<file path="config.mk">
export PLATFORM = sky130hd
export DESIGN_NAME = pe_operand_join
export DESIGN_NICKNAME = d
export VERILOG_FILES = /design/src/rtl/pe_operand_join.sv
export SDC_FILE = /design/constraint.sdc
export NUM_CORES = 1
export LEC_CHECK = 0
export CELL_PAD_IN_SITES_DETAIL_PLACEMENT = 0
export CELL_PAD_IN_SITES_GLOBAL_PLACEMENT = 1
export CORE_AREA = 2 2 146 148
export CTS_CLUSTER_DIAMETER = 120
export CTS_CLUSTER_SIZE = 24
export DETAILED_ROUTE_END_ITERATION = 8
export DIE_AREA = 0 0 148 150
export PLACE_DENSITY = 0.67
export SETUP_SLACK_MARGIN = 0.1
export SLEW_MARGIN = 5
export SYNTH_ARGS = -nofsm -noshare
export SYNTH_HDL_FRONTEND = slang
export SYNTH_SLANG_ARGS = --single-unit
</file>
<file path="constraint.sdc">
create_clock -name clk_i -period 3.7 [get_ports clk_i]
set_input_delay 0.925 -clock clk_i [delete_from_list [all_inputs] [get_ports clk_i]]
set_output_delay 0.925 -clock clk_i [all_outputs]
set_load 0.01 [all_outputs]
</file>
<file path="src/rtl/pe_operand_join.sv">
// Operand join for a PE: two small FIFOs feed A/B to the FU, with an
// accumulate loopback that takes B from the registered FU result.
module pe_operand_join #(
  parameter int N_BITS = 32,
  parameter int DEPTH  = 2
) (
  input  logic              clk_i,
  input  logic              rst_i,
  input  logic [N_BITS-1:0] a_data_i,
  input  logic              a_valid_i,
  output logic              a_ready_o,
  input  logic [N_BITS-1:0] b_data_i,
  input  logic              b_valid_i,
  output logic              b_ready_o,
  input  logic              loopback_i,
  input  logic [N_BITS-1:0] fb_data_i,
  input  logic              flush_i,
  input  logic              fu_ready_i,
  output logic [N_BITS-1:0] a_o,
  output logic [N_BITS-1:0] b_o,
  output logic              ops_valid_o,
  output logic [15:0]       pair_cnt_o
);
  localparam int AW = $clog2(DEPTH);
  localparam int CW = AW + 1;
  localparam logic [CW-1:0] FULL = CW'(DEPTH);

  logic [N_BITS-1:0] r_mem_a [DEPTH];
  logic [N_BITS-1:0] r_mem_b [DEPTH];
  logic [AW-1:0]     r_rp_a, r_wp_a;
  logic [AW-1:0]     r_rp_b, r_wp_b;
  logic [CW-1:0]     r_cnt_a, r_cnt_b;
  logic [15:0]       r_pair_cnt;

  logic w_need_b, w_valid, w_fire;
  logic w_push_a, w_push_b, w_pop_a, w_pop_b;

  // Ready looks only at registered occupancy, never at a same-cycle pop.
  assign a_ready_o = (r_cnt_a != FULL) && !flush_i;
  assign b_ready_o = (r_cnt_b != FULL) && !flush_i;
  assign w_push_a  = a_valid_i && a_ready_o;
  assign w_push_b  = b_valid_i && b_ready_o;

  assign w_need_b  = !loopback_i;
  assign w_valid   = (r_cnt_a != '0)
                  && (!w_need_b || (r_cnt_b != '0))
                  && !flush_i;
  assign w_fire    = w_valid && fu_ready_i;
  assign w_pop_a   = w_fire;
  assign w_pop_b   = w_fire && w_need_b;

  assign ops_valid_o = w_valid;
  assign pair_cnt_o  = r_pair_cnt;
  assign a_o = w_valid ? r_mem_a[r_rp_a] : '0;
  assign b_o = !w_valid  ? '0
             : loopback_i ? fb_data_i
             : r_mem_b[r_rp_b];

  always_ff @(posedge clk_i) begin
    if (w_push_a) r_mem_a[r_wp_a] <= a_data_i;
    if (w_push_b) r_mem_b[r_wp_b] <= b_data_i;
  end

  always_ff @(posedge clk_i) begin
    if (rst_i) begin
      r_rp_a     <= '0;
      r_wp_a     <= '0;
      r_cnt_a    <= '0;
      r_rp_b     <= '0;
      r_wp_b     <= '0;
      r_cnt_b    <= '0;
      r_pair_cnt <= '0;
    end else if (flush_i) begin
      r_rp_a  <= '0;
      r_wp_a  <= '0;
      r_cnt_a <= '0;
      r_rp_b  <= '0;
      r_wp_b  <= '0;
      r_cnt_b <= '0;
    end else begin
      if (w_push_a) r_wp_a <= r_wp_a + AW'(1);
      if (w_pop_a)  r_rp_a <= r_rp_a + AW'(1);
      if (w_push_b) r_wp_b <= r_wp_b + AW'(1);
      if (w_pop_b)  r_rp_b <= r_rp_b + AW'(1);
      r_cnt_a <= r_cnt_a + CW'(w_push_a) - CW'(w_pop_a);
      r_cnt_b <= r_cnt_b + CW'(w_push_b) - CW'(w_pop_b);
      if (w_fire) r_pair_cnt <= r_pair_cnt + 16'd1;
    end
  end
endmodule
</file>
==> impl_metrics.tcl, run 1 <==
set metrics [dict create \
    rsz0062_at_grt "true" \
    vias 4373 \
    finalPower_mw 3.824 \
    cap_violations 0 \
    grt_pass1_wl_mm 22.55 \
    fin_crit_ns 3.551 \
    grt_antenna_before_repair 0 \
    clk_pin_slew_worst_paths_ns 0.06 \
    netSwitchingFraction_pct 22.72 \
    skew_ns 0.01337 \
    post-place-ws_ns 0.06167 \
    synth_edf_count 128 \
    max-clock-path-buffers 2 \
    synth_area_leader_cell "edfxtp_1" \
    startpoint_type "primary input" \
    pwr-share-comb_pct 6.7 \
    netlist_instances 487 \
    setup_viol 0 \
    hp-class "flop to flop" \
    placed_cells 930 \
    die_area_um2 22200 \
    io_pins 186 \
    hold_viol 0 \
    dp_hpwl_mm 9.873 \
    holdBufCountCts 0 \
    fin_nets 783 \
    seqPwrFrac_pct 50.6 \
    antenna_cells 0 \
    netlist_area_um2 6317 \
    postCtsSetupBuffers 0 \
    firstDrtPassIters 4 \
    tightest_slew_ns 0.6777 \
    timing.final.max_slew_violations 0 \
    cts-root-buf "clkbuf_16" \
    leakagePower_nw 3.825 \
    drive_gt1_share_pct 7.994 \
    clock_sinks 154 \
    tritoncts "yes" \
    clkPwrFrac_pct 42.7 \
    fin_cells 963 \
    synth-seq-cells 154 \
    ir_worst_vdd_uv 291.9 \
    synthTopCellsByArea "edfxtp_1 (61%), mux2i_1 (10%), dfxtp_1 (8.2%), nor2_1 (6.7%), a21oi_1 (3.6%)" \
    synth_fp_nets 595 \
    arrival_ns 2.63 \
    tns_ns 0 \
    synth_flop_cell "edfxtp_1" \
    viasPerCell 4.541 \
    place.gp.congestion 0.7532 \
    status "completed" \
    clkLatencyLatePin_ns 0.42 \
    cts.htree.levels 4 \
    rows 53 \
    start_util_pct 30.53 \
    die_w_um 148 \
    seq_area_frac_synth_pct 69.08 \
    r2r_slack_ns 1.49 \
    switching_power_uw 868.8 \
    cts_made_buffers 17 \
    ys_warn_count 0 \
    powerDensity_nw_per_um2 413.1 \
    drt_iter0_markers 136 \
    fin_ws_ns 0.1488 \
    remaining_drc_errors 0 \
    synth.avg_cell_area_um2 12.97 \
    required_ns 2.77 \
    period_share_pct 95.98 \
    die_h_um 150 \
    cp-end-kind "output port" \
    coreArea_um2 20690 \
    grt_max_degree 68 \
    areaGrowthSynthToFinish_pct 46.54 \
    fmax_mhz 281.6 \
    grt_usage_pct 13.03 \
    antenna_left 0 \
    p_int_mw 2.956 \
    wl_per_cell_um 15.29 \
    grt_pass1_vias 4435 \
    hold_ws_ns 0.4937 \
    synth_cell_type_count 28 \
    slew_headroom_pct 54.68 \
    overflow 0 \
    synth_top_area_share_pct 60.84 \
    cp_max_fo 18 \
    synthArstFlopShare_pct 0 \
    crit_type "primary input to output port" \
    port_buffers 185 \
    finalWirelength_mm 14.73 \
]
## synth_stat cells, types with 2 or more instances
| master | number |
|---|---|
| a21oi_1 | 46 |
| and4_1 | 2 |
| buf_2 | 11 |
| clkbuf_1 | 17 |
| dfxtp_1 | 26 |
| edfxtp_1 | 128 |
| ha_1 | 5 |
| inv_1 | 8 |
| inv_2 | 3 |
| mux2i_1 | 65 |
| nand2_1 | 6 |
| nand3_1 | 5 |
| nand4_1 | 5 |
| nor2_1 | 113 |
| o211ai_1 | 2 |
| o21a_1 | 2 |
| o21ai_0 | 7 |
| o31ai_1 | 6 |
| or3_1 | 8 |
| or4_1 | 6 |
| xnor2_1 | 7 |
| xor2_1 | 3 |
## power groups by stage
stage          registers [mW]  clock network [mW]  logic, mW
2_1_floorplan            1.97                   0     0.0896
3_3_place_gp             1.97                   0      0.253
3_5_place_dp             1.97                   0      0.258
4_1_cts                  1.94                1.68      0.260
5_1_grt                  1.94                1.77      0.281
6_report                 1.93                1.63      0.256
## worst max-delay path, stage by stage
cell	delay (ns)
clkdlybuf4s50_1	0.44
o21ba_4	0.26
nand2_4	0.11
buf_12	0.19
nor2_1	0.13
clkdlybuf4s50_1	0.55
## cell type report
type                            count  area [um2]
Inverter                           12       45.04
Fill cell                        1938       11430
Sequential cell                   154        4367
Timing Repair Buffer              198        2112
Clock buffer                       17       425.4
Tap cell                          275       344.1
Multi-Input combinational cell    292        1829
Clock inverter                     15       135.1
## kinds of logic (layout without fill, tap and decap cells)
logic type	count (synthesis)	after routing	share of synthesized area, %
adder cells (fa/ha/maj)	5	5	0.9903
flip-flops	154	154	69.08
multiplexers	65	65	10.30
AO/OA/AOI/OAI	64	64	5.545
AND/OR/NAND/NOR	148	148	10.04
buffers and inverters	41	242	2.654
XOR/XNOR	10	10	1.387
## flip-flops by register name (all words and copies together) (netlist names), named ones only
register    flops
r_mem_b        64
r_wp_a          1
pair_cnt_o     16
r_rp_a          1
r_cnt_b         2
r_cnt_a         2
r_wp_b          1
r_mem_a        64
r_rp_b          1
## placed cells by master (no fill, tap or decap), types with 2 or more instances in the layout
cell type,count
a21oi_1,46
and4_1,2
buf_12,4
buf_4,8
clkbuf_16,18
clkdlybuf4s50_1,132
clkinv_1,3
clkinv_4,3
dfxtp_1,24
dfxtp_2,2
dlygate4sd2_1,8
dlymetal6s2s_1,44
edfxtp_1,128
ha_1,5
inv_1,8
inv_2,3
inv_6,5
inv_8,3
mux2i_1,65
nand2_1,5
nand3_1,5
nand4_1,5
nor2_1,109
nor2_4,4
o211ai_1,2
o21a_1,2
o21ai_0,7
o31ai_1,6
or3_1,8
or4_1,6
xnor2_1,7
xor2_1,3
## stage by stage
step / area (um2) / utilization (%)
6_report: 9258 / 44.74
5_1_grt: 9258 / 44.74
4_1_cts: 9102 / 43.99
3_5_place_dp: 8548 / 41.32
3_3_place_gp: 8548 / 41.32
2_1_floorplan: 6317 / -
## path summary, 6_finish.rpt
check,start,to,cells past startpoint
min reg2reg,pair_cnt_o[15]$_SDFFE_PP0P_,pair_cnt_o[15]$_SDFFE_PP0P_,2
max reg2reg,r_cnt_b[0]$_SDFF_PP0_,r_cnt_b[1]$_SDFF_PP0_,9
max,flush_i,a_o[7],6
min,pair_cnt_o[15]$_SDFFE_PP0P_,pair_cnt_o[15]$_SDFFE_PP0P_,2
## routing by layer
metal | vias up | track usage (%) | share of wire (%)
li1 | 2151 | - | -
met1 | 2083 | 15.44 | 42
met2 | 130 | 22.71 | 50
met3 | 9 | 4.421 | 6.9
met4 | 0 | 3.429 | 0.83
met5 | - | 0 | 0
## repair_timing
item,4_1_cts,5_1_grt
cloned,0,1
gates resized for setup,9,48
setup endpoints to repair,11,52
Power figures use the tool's default switching activity.
==> run 2: changes to the inputs <==
--- a/config.mk
+++ b/config.mk
@@ -5,6 +5,7 @@
 export SDC_FILE = /design/constraint.sdc
 export NUM_CORES = 1
 export LEC_CHECK = 0
+export CAP_MARGIN = 10
 export CELL_PAD_IN_SITES_DETAIL_PLACEMENT = 0
 export CELL_PAD_IN_SITES_GLOBAL_PLACEMENT = 1
 export CORE_AREA = 2 2 146 148
@@ -18,3 +19,4 @@
 export SYNTH_ARGS = -nofsm -noshare
 export SYNTH_HDL_FRONTEND = slang
 export SYNTH_SLANG_ARGS = --single-unit
+export TNS_END_PERCENT = 1
==> run 2 against run 1 <==
Routed wire length down 1.8%. Global-route usage about the same. Power about the same. Utilization down 0.19 points. Maximum frequency down 0.34%. Register-to-register slack better by 0.02 ns. Clock power about the same. Via count about the same. First-iteration DRC count down 3.7%. Sequential cell count unchanged.
==> impl_metrics.tcl, run 2 (synthesis gave the netlist of run 1 again) <==
set metrics [dict create \
    timing.final.max_slew_violations 0 \
    cap_violations 0 \
    final_common_cell "clkdlybuf4s50_1" \
    cts_made_buffers 17 \
    finalPower_mw 3.821 \
    skew_ns 0.01324 \
    rsz0062_at_grt "true" \
    remaining_drc_errors 0 \
    wl_per_cell_um 15.04 \
    rows 53 \
    vias 4370 \
    period_share_pct 96.31 \
    worstHoldStart "pair_cnt_o[15]$_SDFFE_PP0P_" \
    crit_type "primary input to output port" \
    viasPerCell 4.543 \
    grt_usage_pct 13.02 \
    fin_cells 962 \
    hold_ws_ns 0.4914 \
    fin_nets 782 \
    io_pins 186 \
    leakagePower_nw 3.710 \
    antenna_left 0 \
    tritoncts "yes" \
    cp-end-kind "output port" \
    antenna_cells 0 \
    grt_antenna_before_repair 0 \
    mostFrequentLayoutCells "clkdlybuf4s50_1 (142), edfxtp_1 (128), nor2_1 (109), mux2i_1 (65), a21oi_1 (46)" \
    max-clock-path-buffers 2 \
    fin_ws_ns 0.1366 \
    place.gp.congestion 0.7532 \
    fin_crit_ns 3.563 \
    cts.htree.levels 4 \
    cp-startpoint "flush_i" \
    tightest_slew_ns 0.6777 \
    port_buffers 185 \
    powerDensity_nw_per_um2 414.6 \
    coreArea_um2 20690 \
    cts-root-buf "clkbuf_16" \
    die_w_um 148 \
    tns_ns 0 \
    slew_headroom_pct 54.68 \
    die_area_um2 22200 \
    grt_max_degree 68 \
    die_h_um 150 \
    n_fill_cell 1945 \
    drt_iter0_markers 131 \
    arrival_ns 2.64 \
    grt_pass1_wl_mm 22.52 \
    holdBufCountCts 0 \
    dp_hpwl_mm 9.873 \
    areaGrowthSynthToFinish_pct 45.91 \
    placed_cells 930 \
    clk_pin_slew_worst_paths_ns 0.06 \
    hp-class "flop to flop" \
    ir_worst_vdd_uv 290.7 \
    clkLatencyLatePin_ns 0.42 \
    setup_viol 0 \
    regToRegStartpoint "r_cnt_b[0]$_SDFF_PP0_" \
    startpoint_type "primary input" \
    grt_pass1_vias 4433 \
    start_util_pct 30.53 \
    overflow 0 \
    clock_sinks 154 \
    finalWirelength_mm 14.47 \
    drive_gt1_share_pct 7.860 \
    status "completed" \
    post-place-ws_ns 0.06167 \
    fmax_mhz 280.6 \
    hold_viol 0 \
    required_ns 2.77 \
    cp_max_fo 23 \
    firstDrtPassIters 6 \
]
==> run 2: report_power, final <==
part           switching [mW]  total (mW)  internal (mW)  leakage, nW
sequential             0.0112        1.93           1.92         1.39
clock                   0.746        1.63          0.886        0.273
combinational           0.109       0.254          0.145         2.05
total                   0.867        3.82           2.95         3.71
==> run 2: layout make-up <==
type                    instances  area, um2  area share (%)
multi-input cells             292       1818           19.72
well taps                     275      344.1           3.733
repair buffers                197       2083           22.60
clock inverters                15      135.1           1.466
inverters                      12      45.04          0.4887
clock buffers                  17      425.4           4.615
flip-flops and latches        154       4367           47.37
==> run 2: through the flow <==
stage | util [%] | area (um2)
after floorplan | - | 6317
after CTS | 44.02 | 9107
after global routing | 44.55 | 9218
after detailed placement | 41.32 | 8548
after global placement | 41.32 | 8548
final | 44.55 | 9218
==> run 2: final timing paths <==
path | to | slack (ns) | depth (start not counted)
setup / recovery | b_o[13] | 0.14 | 6
hold / removal | pair_cnt_o[15]$_SDFFE_PP0P_ | 0.49 | 2
setup reg to reg | r_cnt_b[1]$_SDFF_PP0_ | 1.51 | 9
hold reg to reg | pair_cnt_o[15]$_SDFFE_PP0P_ | 0.49 | 2
==> run 2: what timing repair did <==
| item | 4_1_cts | 5_1_grt |
|---|---|---|
| endpoints found under the setup margin | 11 | 59 |
| pin swaps | 0 | 0 |
| setup buffers | 0 | 0 |
| resized for setup | 1 | 43 |
==> run 2: critical path, stage by stage <==
cell and delay (ns):
clkdlybuf4s50_1 0.44, o21ba_2 0.27, nand2_2 0.12, buf_8 0.20, nor2_1 0.13, clkdlybuf4s50_1 0.55
==> run 2: metal layers <==
metal	track usage, %	share of wire [%]	up-vias
li1	-	-	2147
met4	3.429	0.84	0
met3	4.390	7.2	9
met1	15.44	42	2080
met5	0	0	-
met2	22.69	50	134
